==> config.mk <==
export PLATFORM = sky130hd
export DESIGN_NAME = nonce_scheduler_flat
export DESIGN_NICKNAME = d
export VERILOG_FILES = /design/src/rtl/nonce_scheduler_pkg.sv /design/src/rtl/nonce_scheduler_if.sv /design/src/rtl/nonce_scheduler_hash_target_cmp.sv /design/src/rtl/nonce_scheduler.sv /design/src/flat_wrapper.sv
export SDC_FILE = /design/constraint.sdc
export NUM_CORES = 2
export LEC_CHECK = 0
export ABC_AREA = 1
export CAP_MARGIN = 20
export CORE_ASPECT_RATIO = 0.6
export CORE_MARGIN = 5
export CORE_UTILIZATION = 34
export CTS_CLUSTER_DIAMETER = 120
export DETAILED_ROUTE_END_ITERATION = 8
export PLACE_DENSITY_LB_ADDON = 0.2
export SETUP_SLACK_MARGIN = 0.2
export SLEW_MARGIN = 10
export SYNTH_ARGS = -nofsm -noshare
export SYNTH_HDL_FRONTEND = slang
export SYNTH_SLANG_ARGS = --single-unit
==> constraint.sdc <==
create_clock -name clock -period 2.9 [get_ports clock]
set_clock_uncertainty 0.2 [all_clocks]
set_input_delay 0.58 -clock clock [delete_from_list [all_inputs] [get_ports clock]]
set_output_delay 0.58 -clock clock [all_outputs]
set_load 0.02 [all_outputs]
==> src/rtl/nonce_scheduler_pkg.sv <==
// Shared types and defaults for the nonce scheduler slice.
package nonce_scheduler_pkg;

    localparam int unsigned NONCE_W_DEF     = 32;
    localparam int unsigned HASH_W_DEF      = 256;
    localparam int unsigned TIMEOUT_CYC_DEF = 4096;

    // Search controller states.
    typedef enum logic [2:0] {
        ST_IDLE   = 3'd0,
        ST_ISSUE  = 3'd1,
        ST_WAIT   = 3'd2,
        ST_CHECK  = 3'd3,
        ST_FINISH = 3'd4
    } sched_state_e;

    // Bits needed to hold a count from 0 up to max_val inclusive.
    function automatic int unsigned cnt_width(input int unsigned max_val);
        return $clog2(max_val + 1);
    endfunction

endpackage

==> src/rtl/nonce_scheduler_if.sv <==
// Job handshake between the scheduler (master) and the hashing core (slave).
interface nonce_scheduler_if #(
    parameter int unsigned NONCE_W = nonce_scheduler_pkg::NONCE_W_DEF,
    parameter int unsigned HASH_W  = nonce_scheduler_pkg::HASH_W_DEF
);

    logic               core_start;
    logic [NONCE_W-1:0] core_nonce;
    logic               core_done;
    logic [HASH_W-1:0]  core_hash;

    modport master (
        output core_start,
        output core_nonce,
        input  core_done,
        input  core_hash
    );

    modport slave (
        input  core_start,
        input  core_nonce,
        output core_done,
        output core_hash
    );

endinterface

==> src/rtl/nonce_scheduler_hash_target_cmp.sv <==
// Unsigned digest-below-target comparator; strict less-than, so equality is a miss.
module hash_target_cmp #(
    parameter int unsigned HASH_W = 256
) (
    input  logic [HASH_W-1:0] hash,
    input  logic [HASH_W-1:0] target,
    output logic              lt_c
);

    // Pure combinational compare of the captured digest against the latched target.
    assign lt_c = (hash < target);

endmodule

==> src/rtl/nonce_scheduler.sv <==
// Sequences the SHA-256 mining core over a nonce range and reports the first
// digest below target, range exhaustion, abort or core timeout.
module nonce_scheduler
    import nonce_scheduler_pkg::*;
#(
    parameter int unsigned NONCE_W     = NONCE_W_DEF,
    parameter int unsigned HASH_W      = HASH_W_DEF,
    parameter int unsigned TIMEOUT_CYC = TIMEOUT_CYC_DEF
) (
    input  logic               clock,
    input  logic               reset,
    input  logic               start,
    input  logic               abort,
    input  logic [NONCE_W-1:0] nonce_first,
    input  logic [NONCE_W-1:0] nonce_last,
    input  logic [HASH_W-1:0]  target,
    output logic               busy,
    output logic               done,
    output logic               found,
    output logic               exhausted,
    output logic               error,
    output logic [NONCE_W-1:0] result_nonce,
    output logic [HASH_W-1:0]  result_hash,
    output logic [NONCE_W-1:0] attempts,
    nonce_scheduler_if.master  core
);

    localparam int unsigned      TMO_W    = cnt_width(TIMEOUT_CYC);
    localparam logic [TMO_W-1:0] TMO_LAST = TMO_W'(TIMEOUT_CYC - 1);
    localparam logic [NONCE_W-1:0] ATT_MAX = '1;

    sched_state_e       state_q;
    logic [NONCE_W-1:0] cur_q;
    logic [NONCE_W-1:0] last_q;
    logic [HASH_W-1:0]  target_q;
    logic [HASH_W-1:0]  hash_q;
    logic [TMO_W-1:0]   tmo_q;
    logic               core_start_q;
    logic               hit_c;

    // Compare runs on the captured digest, keeping it off the core_hash input path.
    hash_target_cmp #(
        .HASH_W (HASH_W)
    ) u_cmp (
        .hash   (hash_q),
        .target (target_q),
        .lt_c   (hit_c)
    );

    // The current nonce register doubles as the job nonce: it only moves when a new job issues.
    assign core.core_start = core_start_q;
    assign core.core_nonce = cur_q;

    // Search FSM with registered strobes, flags, nonce, timeout counter and results.
    always_ff @(posedge clock or negedge reset) begin
        if (!reset) begin
            state_q      <= ST_IDLE;
            cur_q        <= '0;
            last_q       <= '0;
            target_q     <= '0;
            hash_q       <= '0;
            tmo_q        <= '0;
            core_start_q <= 1'b0;
            busy         <= 1'b0;
            done         <= 1'b0;
            found        <= 1'b0;
            exhausted    <= 1'b0;
            error        <= 1'b0;
            result_nonce <= '0;
            result_hash  <= '0;
            attempts     <= '0;
        end else begin
            core_start_q <= 1'b0;
            done         <= 1'b0;
            case (state_q)
                ST_IDLE: begin
                    if (start) begin
                        cur_q     <= nonce_first;
                        last_q    <= nonce_last;
                        target_q  <= target;
                        attempts  <= '0;
                        found     <= 1'b0;
                        exhausted <= 1'b0;
                        error     <= 1'b0;
                        busy      <= 1'b1;
                        if (nonce_first > nonce_last) begin
                            // Empty range: report exhaustion without issuing any job.
                            exhausted <= 1'b1;
                            done      <= 1'b1;
                            state_q   <= ST_FINISH;
                        end else begin
                            core_start_q <= 1'b1;
                            result_nonce <= nonce_first;
                            state_q      <= ST_ISSUE;
                        end
                    end
                end

                ST_ISSUE: begin
                    tmo_q <= '0;
                    if (abort) begin
                        done    <= 1'b1;
                        state_q <= ST_FINISH;
                    end else begin
                        state_q <= ST_WAIT;
                    end
                end

                ST_WAIT: begin
                    if (abort) begin
                        done    <= 1'b1;
                        state_q <= ST_FINISH;
                    end else if (core.core_done) begin
                        hash_q  <= core.core_hash;
                        state_q <= ST_CHECK;
                    end else if (tmo_q == TMO_LAST) begin
                        error   <= 1'b1;
                        done    <= 1'b1;
                        state_q <= ST_FINISH;
                    end else begin
                        tmo_q <= tmo_q + TMO_W'(1);
                    end
                end

                ST_CHECK: begin
                    if (abort) begin
                        done    <= 1'b1;
                        state_q <= ST_FINISH;
                    end else begin
                        if (attempts != ATT_MAX) begin
                            attempts <= attempts + NONCE_W'(1);
                        end
                        result_hash <= hash_q;
                        if (hit_c) begin
                            found   <= 1'b1;
                            done    <= 1'b1;
                            state_q <= ST_FINISH;
                        end else if (cur_q == last_q) begin
                            // End test before increment so an all-ones last nonce never wraps.
                            exhausted <= 1'b1;
                            done      <= 1'b1;
                            state_q   <= ST_FINISH;
                        end else begin
                            cur_q        <= cur_q + NONCE_W'(1);
                            result_nonce <= cur_q + NONCE_W'(1);
                            core_start_q <= 1'b1;
                            state_q      <= ST_ISSUE;
                        end
                    end
                end

                ST_FINISH: begin
                    busy    <= 1'b0;
                    state_q <= ST_IDLE;
                end

                default: begin
                    state_q <= ST_IDLE;
                end
            endcase
        end
    end

endmodule

==> src/flat_wrapper.sv <==
// flat-port wrapper written by rule: the top's interface ports become plain ports
module nonce_scheduler_flat import nonce_scheduler_pkg::*;
#(
    parameter int unsigned NONCE_W     = NONCE_W_DEF,
    parameter int unsigned HASH_W      = HASH_W_DEF,
    parameter int unsigned TIMEOUT_CYC = TIMEOUT_CYC_DEF
)
  (clock, reset, start, abort, nonce_first, nonce_last, target, busy, done, found, exhausted, error, result_nonce, result_hash, attempts, core_core_start, core_core_nonce, core_core_done, core_core_hash);
  nonce_scheduler_if #(.NONCE_W(NONCE_W), .HASH_W(HASH_W)) core_i ();
  input  logic clock;
  input  logic reset;
  input  logic start;
  input  logic abort;
  input  logic [NONCE_W-1:0] nonce_first;
  input  logic [NONCE_W-1:0] nonce_last;
  input  logic [HASH_W-1:0] target;
  output logic busy;
  output logic done;
  output logic found;
  output logic exhausted;
  output logic error;
  output logic [NONCE_W-1:0] result_nonce;
  output logic [HASH_W-1:0] result_hash;
  output logic [NONCE_W-1:0] attempts;
  output wire logic [$bits(core_i.core_start)-1:0] core_core_start;
  output wire logic [$bits(core_i.core_nonce)-1:0] core_core_nonce;
  input wire logic [$bits(core_i.core_done)-1:0] core_core_done;
  input wire logic [$bits(core_i.core_hash)-1:0] core_core_hash;
  assign core_core_start = core_i.core_start;
  assign core_core_nonce = core_i.core_nonce;
  assign core_i.core_done = core_core_done;
  assign core_i.core_hash = core_core_hash;
  nonce_scheduler #(.NONCE_W(NONCE_W), .HASH_W(HASH_W), .TIMEOUT_CYC(TIMEOUT_CYC)) u_core (.clock(clock), .reset(reset), .start(start), .abort(abort), .nonce_first(nonce_first), .nonce_last(nonce_last), .target(target), .busy(busy), .done(done), .found(found), .exhausted(exhausted), .error(error), .result_nonce(result_nonce), .result_hash(result_hash), .attempts(attempts), .core(core_i));
endmodule
==> impl_results.md <==
* Design Area, Final at roughly 62000 µm²
* CP arrival at 3.41 ns
* I/O Pins at 939
* Flop2flop setup slack at -0.16 ns
* Simple-gate share of the synthesized area at a little over a fifth
* Mean routed wirelength per cell at 20.34 µm
* Hold/Removal Path Class: in -> async
* Critical path's slowest cell: dfrtp_1
* Area growth syn-to-layout at 43.19%
* Post-place instance area at 57580 µm²
* Async set or reset register ratio after synthesis at 100.0%
* Worst path top cell family by delay: simple AND/OR/NAND/NOR gates
* Main combinational cell family by area after synthesis: simple AND/OR/NAND/NOR gates
* Post-Synth XOR/XNOR Area at 0.7862%
* Syn Area/Cell at 8.429 µm²
* Required time worst endpoint at roughly 3.3 ns
* Count leader, synth: nand2_1
* Largest net degree at the start of global routing at 110
* Grt total ovfl at 0
* Setup ws final at -0.1587 ns
* Synth top area share at 52.87%
* Gr usage total at 23.97%
* H-tree lvl count at 3
* Compound-cell area share of the yosys netlist at 9.929%
* Net count after synthesis at 6026
* Count of flip-flops with a built-in enable after synthesis at 0
* DRC Markers at 0
* Slew @ Worst Pin at approximately 0.61 ns
* Final hold vios at 0
* Post-synth cell types at 43
* Commonest cells in the netlist: 1861 x nand2_1, 918 x dfrtp_1, 623 x o21ai_0, 579 x inv_1, 290 x ha_1
* Site Rows at 101
* Final weighted congestion in routability-driven placement at approximately 0.92
* ANT nets after route at 0
* Fillers at 12029
* Mux contribution to synthesized area at 0%
* CTS sink cnt at 918
* Die Footprint at 135300 µm²
* Mapped Area at 43450 µm²
* CP Buf/Inv Count at 4
* Fin nets at a little over 7000
* Worst hold slack at 0.2056 ns
* Final worst-path cycle share at 105.5%
* Number of buffers created by CTS at 94
* Post-synthesis sequential area ratio at between 50% and 60%
* Synth area leaders: dfrtp_1 53%, nand2_1 16%, ha_1 8.4%
* CP max stage delay at 0.41 ns
* CTS max path bufs at 3
* Failing checks: setup timing
* Worst path cell trace: ha_4 -> nand2_1 -> nor2_2 -> nand4_1 -> nor4_4 -> buf_4 -> nand3_4 -> buf_8 -> nor2_4 -> nand2_2 -> nand2_2 -> nand3_4 -> buf_12 -> clkbuf_16 -> nand3_1 -> nand2_1
* Via/cell ratio at 4.784
* CP max FO at 5
* CP startpoint: u_core.hash_q[205]$_DFFE_PN0P_
* Maxcap violations at 0
* Clk pin slew, worst setup/hold paths at 0.06 ns
* Adder-cell area share of the yosys netlist at 8.351%
* R2r endpoint: u_core.result_nonce[3]$_DFFE_PN0P_
* DR vias at 39144
* Unrepaired setup endpoints after global routing: yes
* Leakage power at between 30 and 40 nW
* Vias in the first global route at approximately 39000
* Pins Over Slew Limit at 0
* Worst-Skew Late Latency at 0.69 ns
* Final WL at roughly 170000 µm
* Launch point of the worst reg-to-reg path: u_core.hash_q[205]$_DFFE_PN0P_
* Synth Register Bits at about 920
* CTS tree: built
* Initial Utilization at between 30% and 40%
* Share of cells above drive strength 1 at 11.02%
* Synth warnings at 0
* Final setup viols at 69
* R2R cell count at 16
* Slew headroom at roughly three fifths
* Ys flop type: dfrtp_1
* Worst Setup End Kind: flip-flop
* Critical path type: reg -> reg
* Pre-antenna DRT Iters at 6
* Initial DRC Count at 2928
* Startpoint type of the worst setup path: flip-flop
* PwrDens at approximately 1100 nW/µm²
* Status: complete, but fails checks
* Clock root buffer: clkbuf_16
* # port buffers at 938
* Overall die height at 286.9 µm
* Synth area leader: dfrtp_1
* Core Footprint at 126800 µm²
* Maximum clock rate at 0.3269 GHz
* First-pass GRT wire length at ~250000 µm
* Antenna violations before repair at 45
* VDD IR max at 0.0007240 V
* Tmin final at 3.059 ns
* Die Wd at 471.5 µm
* Synth Instances at between 5000 and 6000
* Hpwl dp at 127200 µm
## timing repair
action | 4_1_cts | 5_1_grt
hold buffers | 1 | 0
resized for setup | 77 | 111
buffers inserted | 14 | 18
gates cloned | 5 | 5
endpoints found under the setup margin | 95 | 369
pin swaps | 14 | 36
endpoints found under the hold margin | 286 | 0
## routing by layer
layer	GRT usage, %	share of wire [%]
met1	33.53	46
met2	37.85	46
met3	4.920	5.8
met4	6.651	2.6
met5	0	0.12
## state kept, by name, summed over array words and instances, names as in the netlist
register,flops
u_core.tmo_q,13
u_core.hash_q,256
u_core.error,1
u_core.exhausted,1
u_core.done,1
u_core.state_q,3
u_core.result_hash,256
u_core.core.core_start,1
u_core.attempts,32
u_core.last_q,32
u_core.core.core_nonce,32
u_core.result_nonce,32
u_core.busy,1
u_core.target_q,256
u_core.found,1
## layout make-up
| type | count | area (µm²) | share of cell area (%) |
|---|---|---|---|
| clock buffer | 127 | 2658 | 4.272 |
| multi-input combinational | 3444 | 18070 | 29.05 |
| tap | 1699 | 2126 | 3.417 |
| antenna | 25 | 62.56 | 0.1006 |
| sequential | 918 | 22980 | 36.94 |
| inverter | 582 | 2203 | 3.542 |
| timing repair buffer | 1340 | 13420 | 21.57 |
| clock inverter | 48 | 690.7 | 1.110 |
## metrics by stage
stage | utilization [%] | setup slack (ns) | std cells | TNS [ns] | total power [mW]
global route | 49.07 | -0.2923 | 8174 | -17.89 | 72.78
CTS | 48.45 | -0.2330 | 8135 | -13.96 | 67.09
detailed placement | 45.43 | -0.7055 | 7940 | -45.45 | 52.89
floorplan | - | 0.4673 | 5155 | 0 | 38.14
global placement | 45.43 | -0.7059 | 7940 | -44.86 | 52.32
finish | 49.08 | -0.1587 | 8183 | -8.789 | 67.50
## worst max-delay path by stage
| stage | slack (ns) | to | cells past startpoint |
|---|---|---|---|
| 6_report | -0.16 | u_core.result_nonce[3]$_DFFE_PN0P_ | 16 |
| 4_1_cts | -0.23 | u_core.result_nonce[3]$_DFFE_PN0P_ | 14 |
| 3_3_place_gp | -0.71 | u_core.result_nonce[19]$_DFFE_PN0P_ | 15 |
| 5_1_grt | -0.29 | u_core.result_nonce[10]$_DFFE_PN0P_ | 16 |
| 3_5_place_dp | -0.71 | u_core.result_nonce[16]$_DFFE_PN0P_ | 15 |
| 2_1_floorplan | 0.47 | u_core.core.core_nonce[3]$_DFFE_PN0P_ | 15 |
## report_power, final
group / switching, mW / internal (mW) / leakage [nW] / total, mW
logic: 18.3 / 13.5 / 17.5 / 31.7
clock network: 5.54 / 7.74 / 1.64 / 13.3
registers: 3.76 / 18.7 / 11.4 / 22.5
## kinds of logic (layout without fill, tap and decap cells)
family                     after synthesis  after routing
AOI/OAI and AO/OA                      838            838
xor gates and xnor gates                39             39
adders and majority gates              290            290
buffers and inverters                  793           2097
DFF                                    918            918
other                                    0             25
and+or+nand+nor                       2277           2277
## placed cells by master, fill, tap and decap left out, types with 7 or more instances in the layout
cell type	count
buf_4	321
o21ai_0	618
nand3_1	80
clkbuf_8	16
clkinv_2	19
inv_1	573
nand4_1	92
ha_1	280
o21a_1	7
nor4_1	22
dfrtp_2	7
a21oi_1	152
buf_6	7
or2_2	8
nor2_4	9
o21ai_1	8
nand3_2	16
nand2_2	37
dlygate4sd2_1	18
buf_12	60
nor2_1	104
nand2_4	11
diode_2	25
nand2_1	1817
nor3_1	43
ha_4	9
a21oi_2	11
clkbuf_16	100
dfrtp_1	911
xor2_1	26
clkbuf_1	16
xnor2_1	13
o31ai_1	14
buf_16	7
clkdlybuf4s50_1	913
bufinv_16	14
nor2_2	10
No activity file was read; power rests on OpenSTA's default activity.
